`src/rtl/one_to_n_demux_stream.sv`:
```
// One-to-N stream demultiplexer.
// Each input word is routed either to a single output channel or, as a
// broadcast, to every channel at once. Each channel has a one-entry
// holding register. A channel may be drained and refilled on the same edge.
// A broadcast is accepted only when every channel can take the word,
// so a broadcast never reaches only some of the channels.
module one_to_n_demux_stream #(
    parameter int WIDTH = 8,
    parameter int SEL_W = 2
) (
    input  logic                            clk,
    input  logic                            reset_n,
    input  logic [WIDTH-1:0]                in_data,
    input  logic [SEL_W-1:0]                in_sel,
    input  logic                            in_bcast,
    input  logic                            in_valid,
    output logic                            in_ready,
    output logic [(2**SEL_W)*WIDTH-1:0]     out_data,
    output logic [(2**SEL_W)-1:0]           out_valid,
    input  logic [(2**SEL_W)-1:0]           out_ready,
    output logic [15:0]                     xfer_count
);

    localparam int NUM_CH = 2**SEL_W;

    logic [NUM_CH-1:0][WIDTH-1:0] data_r;
    logic [NUM_CH-1:0]            full_r;
    logic [15:0]                  count_r;

    logic [NUM_CH-1:0]            free_s;
    logic [NUM_CH-1:0]            load_s;
    logic                         ready_s;
    logic                         accept_s;

    // A channel is free when it is empty or its consumer takes the word this cycle
    always_comb begin
        free_s = ~full_r | out_ready;
    end

    // Ready depends on every channel for a broadcast, else only on the selected one
    always_comb begin
        ready_s = 1'b0;
        if (in_bcast) begin
            ready_s = &free_s;
        end else begin
            ready_s = free_s[in_sel];
        end
    end

    // Decode which holding registers load on this edge
    always_comb begin
        load_s   = '0;
        accept_s = in_valid & ready_s;
        for (int k = 0; k < NUM_CH; k++) begin
            if (accept_s && (in_bcast || (in_sel == SEL_W'(k)))) begin
                load_s[k] = 1'b1;
            end else begin
                load_s[k] = 1'b0;
            end
        end
    end

    // Per-channel holding registers: a load wins over a drain; a drained word keeps its data
    always_ff @(posedge clk or negedge reset_n) begin
        if (!reset_n) begin
            data_r <= '0;
            full_r <= '0;
        end else begin
            for (int k = 0; k < NUM_CH; k++) begin
                if (load_s[k]) begin
                    data_r[k] <= in_data;
                    full_r[k] <= 1'b1;
                end else if (full_r[k] && out_ready[k]) begin
                    full_r[k] <= 1'b0;
                end else begin
                    full_r[k] <= full_r[k];
                end
            end
        end
    end

    // Count accepted input words; a broadcast counts once, and the count wraps
    always_ff @(posedge clk or negedge reset_n) begin
        if (!reset_n) begin
            count_r <= 16'd0;
        end else if (accept_s) begin
            count_r <= count_r + 16'd1;
        end else begin
            count_r <= count_r;
        end
    end

    assign in_ready   = ready_s;
    assign out_data   = data_r;
    assign out_valid  = full_r;
    assign xfer_count = count_r;

endmodule

```
`config.mk`:
```
export PLATFORM = sky130hd
export DESIGN_NAME = one_to_n_demux_stream
export DESIGN_NICKNAME = d
export VERILOG_FILES = /design/src/rtl/one_to_n_demux_stream.sv
export SDC_FILE = /design/constraint.sdc
export NUM_CORES = 1
export LEC_CHECK = 0
export CAP_MARGIN = 30
export CORE_MARGIN = 2
export CORE_UTILIZATION = 42
export CTS_BUF_LIST = sky130_fd_sc_hd__clkbuf_16
export CTS_CLUSTER_SIZE = 16
export DETAILED_ROUTE_END_ITERATION = 7
export PLACE_DENSITY = 0.84
export SLEW_MARGIN = 20
export SYNTH_ARGS = -nofsm -noshare
export SYNTH_HDL_FRONTEND = slang
export SYNTH_SLANG_ARGS = --single-unit
```
`constraint.sdc`:
```
create_clock -name clk -period 2.4 [get_ports clk]
set_input_delay 0.72 -clock clk [delete_from_list [all_inputs] [get_ports clk]]
set_output_delay 0.72 -clock clk [all_outputs]
set_load 0.1 [all_outputs]
```
==> results of run 1 <==
==> logic make-up after synthesis <==
family | after synthesis
DFF | 52
AOI/OAI and AO/OA | 28
muxes | 33
adders and majority gates | 1
xor gates and xnor gates | 15
and+or+nand+nor | 30
buffers and inverters | 12
==> layout make-up <==
class                      count  area share, %
timing repair buffer          98           23.4
inverter                       8          0.851
sequential                    52           37.0
clock inverter                 3          0.638
multi-input combinational    107           32.1
tap                           72           2.55
clock buffer                   5           3.55
==> critical path: stages <==
cell	delay (ns)
dlygate4sd2_1	0.21
nand2b_4	0.15
a21oi_1	0.10
nor3_4	0.22
buf_12	0.20
==> placed cells by master (no fill, tap or decap), types with 4 or more instances in the layout <==
cell and n:
buf_12 6, a2111oi_2 6, xor2_1 13, clkdlybuf4s50_1 9
buf_4 75, mux2_2 32, and3_1 4, nand2_1 7
nand3_1 6, clkbuf_16 5, inv_1 7, a211oi_1 5
a21o_1 4, nand2b_4 5, buf_2 4, dfrtp_1 49
==> registers in the layout (all words and copies together) (netlist names) <==
name        count
out_data       32
xfer_count     16
out_valid       4
==> how the worst max path moves through the flow <==
stage | startpoint | to | cells past startpoint
floorplan | in_bcast | in_ready | 5
global placement | in_sel[0] | in_ready | 5
detailed placement | in_sel[1] | in_ready | 5
CTS | out_ready[2] | in_ready | 5
global route | out_ready[3] | in_ready | 5
finish | out_ready[3] | in_ready | 5
==> per-stage QoR <==
| step | TNS, ns | util (%) | setup WS [ns] |
|---|---|---|---|
| 6_report | 0 | 63.7 | 0.0761 |
| 2_1_floorplan | -0.443 | - | -0.443 |
| 3_5_place_dp | -12.31 | 60.0 | -0.350 |
| 3_3_place_gp | -10.31 | 60.0 | -0.293 |
| 5_1_grt | 0 | 63.7 | 0.0177 |
| 4_1_cts | 0 | 63.8 | 0.000352 |
==> routing by layer <==
| metal | global-route usage, % | up-vias | wire [um] |
|---|---|---|---|
| met5 | 0 | - | 0 |
| met4 | 7.46 | 0 | 127 |
| met3 | 3.62 | 9 | 148 |
| met2 | 33.9 | 33 | 3090 |
| met1 | 24.4 | 886 | 2430 |
| li1 | - | 830 | - |
==> timing repair <==
| action | in CTS | in global routing |
|---|---|---|
| pin swaps | 3 | 1 |
| endpoints found under the setup margin | 2 | 1 |
| gates resized for setup | 23 | 2 |
| buffers inserted | 4 | 0 |
| hold endpoints to repair | 0 | 0 |
==> results.json, run 1 <==
{
  "crit_arrival_ns": 1.60,
  "grt_pass1_vias": 1822,
  "final_cell_area_sq_um": 3530,
  "register_area_sq_um": 1310,
  "hold_violations": 0,
  "vias": 1758,
  "antennaDiodeCount": 0,
  "rsz0062_at_grt": "no",
  "synthTopCellsByArea": "dfrtp_1 (54%), mux2_2 (15%), xor2_1 (4.7%)",
  "synth.area.mux_share_pct": 15.4,
  "post-route-period-util_pct": 96.8,
  "overflow": 0,
  "ff2ff_setup_slack_ns": 0.48,
  "yosysSeqAreaShare_pct": 54.0,
  "placed_area_sq_um": 3320,
  "cts_buffers": 5,
  "slew_violations": 0,
  "grt_usage_pct": 19.6,
  "r2r_start": "out_valid[1]",
  "synth_seq_cells": 52,
  "fmax_mhz": 430,
  "clock_sinks": 52,
  "final_cells": 345,
  "syn_nets": 190,
  "ys_warn_count": 0,
  "placed_cells": 333,
  "synth_adder_area_share_pct": 0.519,
  "initial_utilization_pct": 43.5,
  "worst_pin_slew_ns": 0.568,
  "syn_inst": 171,
  "hold_class": "input port to async pin",
  "yosysMostFrequentCell": "dfrtp_1",
  "yosysTopAreaCell": "dfrtp_1",
  "clkLatencyLatePin_ns": 0.29,
  "synth_commonest_cells": "dfrtp_1 (52), mux2_2 (32), xor2_1 (13)",
  "dr.first_iter.drc_count": 125,
  "hpwl_um": 4230,
  "ctsHoldBuffers": 0,
  "clk_pin_slew_ns": 0.07,
  "cp.required_ns": 1.68,
  "slew_headroom_pct": 62.1,
  "die_area_sq_um": 6360,
  "skew_ns": 0.00685,
  "synthArstFlopShare_pct": 100,
  "via_per_inst": 5.10,
  "die_x_um": 79.7,
  "clock_path_buffers": 2,
  "synth_top_family_by_area": "multiplexers",
  "rows": 27,
  "maxCapViolCount": 0,
  "htree_levels": 2,
  "synth.avg_cell_area_sq_um": 14.1,
  "yosysTopAreaCellShare_pct": 54.0,
  "multi_input_area_sq_um": 1130,
  "drt_first_pass_iters": 4,
  "setup_viol": 0,
  "synth-simple-area-share_pct": 7.84,
  "finalCriticalPeriod_ns": 2.32,
  "startpoint_type": "input port",
  "syn_area_sq_um": 2410,
  "status": "completed",
  "portBuffers": 70,
  "crit_type": "input port to output pin",
  "fp.coreArea_sq_um": 5540,
  "dominantRegCellSynth": "dfrtp_1",
  "synth_compound_area_share_pct": 14.3,
  "fillers": 426,
  "wire_per_inst_um": 16.8,
  "num_io_pins": 71,
  "area_delta_synth_final_pct": 46.4,
  "remaining_drc_errors": 0,
  "cp-end-kind": "output pin",
  "die_y_um": 79.7,
  "synth_xor_area_share_pct": 5.45,
  "nNetsFinal": 291,
  "critPathMaxFanout": 3,
  "gp_congestion": 0.826,
  "hold_ws_ns": 0.418,
  "r2r-end": "xfer_count[1]",
  "tritoncts": "built",
  "antenna_left": 0,
  "worstRegToRegCells": 7,
  "synth_edf_count": 0,
  "layout-drive-gt1-share_pct": 55.3,
  "grt_max_degree": 29,
  "synth_cell_type_count": 33,
  "cts_root_buffer": "clkbuf_16",
  "wirelength_um": 5800,
  "grt_pass1_wl_um": 9430,
  "grt_antenna_before_repair": 0
}
Power of run 1 is not shown: default switching activity piles up to over one toggle a cycle in this logic, so the estimate is an artifact.
==> run 2: changes to the inputs <==
CORE_UTILIZATION = 34   (was 42)
PLACE_DENSITY = 0.7   (was 0.84)
clock period = 2.5 ns   (was 2.4 ns; I/O delays follow)
==> run 2 against run 1 <==
Compared with the run above: routed wire length decreased by 3.0%; via count increased by 1.2%; worst setup slack got worse by 0.036 ns; non-clock buffer count decreased by 2; sequential cell count unchanged; utilization decreased by 11 points; worst hold slack improved by 0.045 ns.
==> results.json, run 2 (synthesized netlist as in run 1, its figures left out) <==
{
  "worstRegToRegCells": 7,
  "hpwl_um": 4040,
  "critPathMaxFanout": 5,
  "setup_viol": 0,
  "wirelength_um": 5630,
  "die_area_sq_um": 7780,
  "clock_path_buffers": 2,
  "antenna_left": 0,
  "cp_top_family": "compound AO/OA/AOI/OAI gates",
  "crit_arrival_ns": 1.71,
  "clkLatencyLatePin_ns": 0.29,
  "vias": 1779,
  "skew_ns": 0.00729,
  "rsz0062_at_grt": "no",
  "setup_ws_ns": 0.0406,
  "grt_pass1_wl_um": 9030,
  "finalCriticalPeriod_ns": 2.46,
  "final_common_cell": "buf_4",
  "final_cells": 367,
  "startpoint_type": "input port",
  "maxCapViolCount": 0,
  "slew_headroom_pct": 60.7,
  "cp-end-kind": "output pin",
  "dr.first_iter.drc_count": 48,
  "area_delta_synth_final_pct": 48.3,
  "num_io_pins": 71,
  "initial_utilization_pct": 35.3,
  "grt_pass1_vias": 1766,
  "rows": 30,
  "post-route-period-util_pct": 98.4,
  "via_per_inst": 4.85,
  "grt_usage_pct": 14.9,
  "post-route-util_pct": 52.3,
  "layout-drive-gt1-share_pct": 54.2,
  "cts_buffers": 5,
  "die_x_um": 88.2,
  "cts_root_buffer": "clkbuf_16",
  "largest_reg_flops": 32,
  "hold_violations": 0,
  "drt_first_pass_iters": 4,
  "hold_class": "input port to async pin",
  "overflow": 0,
  "nNetsFinal": 289,
  "tritoncts": "built",
  "remaining_drc_errors": 0,
  "slew_violations": 0,
  "clock_sinks": 52,
  "final_cell_mix": "buf_4 (74), dfrtp_1 (49), mux2_2 (32)",
  "crit_path_max_incr_delay_ns": 0.26,
  "cp.required_ns": 1.75,
  "final_cell_area_sq_um": 3570,
  "crit_path_cell_trace": "clkdlybuf4s18_2, o21ba_4, o221ai_4, nor3_4, buf_12",
  "wire_per_inst_um": 15.3,
  "placed_cells": 355,
  "fp.coreArea_sq_um": 6830,
  "worst_pin_slew_ns": 0.589,
  "placed_area_sq_um": 3330,
  "grt_max_degree": 29,
  "status": "completed",
  "path_buf_inv": 2,
  "crit_path_start": "in_sel[0]",
  "die_y_um": 88.2,
  "r2r_start": "out_valid[1]",
  "crit_type": "input port to output pin",
  "portBuffers": 70,
  "cp.depth": 5,
  "fillers": 633,
  "gp_congestion": 0.766,
  "htree_levels": 2,
  "slowest_stage": "clkdlybuf4s18_2",
  "antennaDiodeCount": 0,
  "fmax_mhz": 407,
  "grt_antenna_before_repair": 0,
  "place_ws_ns": -0.266,
  "clk_pin_slew_ns": 0.06
}
[run 2: what timing repair did]
action,4_1_cts,5_1_grt
cloned,0,0
buffers inserted,4,0
endpoints found under the setup margin,1,2
hold buffers,0,0
resized for setup,20,2
pin swaps,3,1
[run 2: path summary, 6_finish.rpt]
check                            endpoint  slack, ns
hold reg to reg            xfer_count[15]       0.47
hold / removal              xfer_count[6]       0.46
setup reg to reg           xfer_count[12]       0.57
max in group asynchronous     out_data[4]       1.47
setup / recovery                 in_ready       0.04
min in group clk           xfer_count[15]       0.47
[run 2: per-layer routing]
| metal | GRT usage (%) | routed length [um] |
|---|---|---|
| met5 | 0 | 0 |
| met4 | 4.13 | 68 |
| met3 | 3.58 | 278 |
| met2 | 24.7 | 2850 |
| met1 | 19.6 | 2430 |
[run 2: layout make-up]
class | instances | area, sq um | area share [%]
Clock buffer | 5 | 125 | 3.50
Clock inverter | 3 | 42.5 | 1.19
Inverter | 8 | 30.0 | 0.840
Multi-Input combinational cell | 107 | 1130 | 31.7
Sequential cell | 52 | 1310 | 36.5
Tap cell | 96 | 120 | 3.36
Timing Repair Buffer | 96 | 817 | 22.9
[run 2: per-stage QoR]
step | hold slack (ns) | TNS [ns]
floorplan | 0.454 | -0.403
global placement | 0.463 | -7.88
detailed placement | 0.466 | -9.57
CTS | 0.475 | 0
global route | 0.499 | 0
finish | 0.463 | 0
Power of run 2 is left out for the same reason.
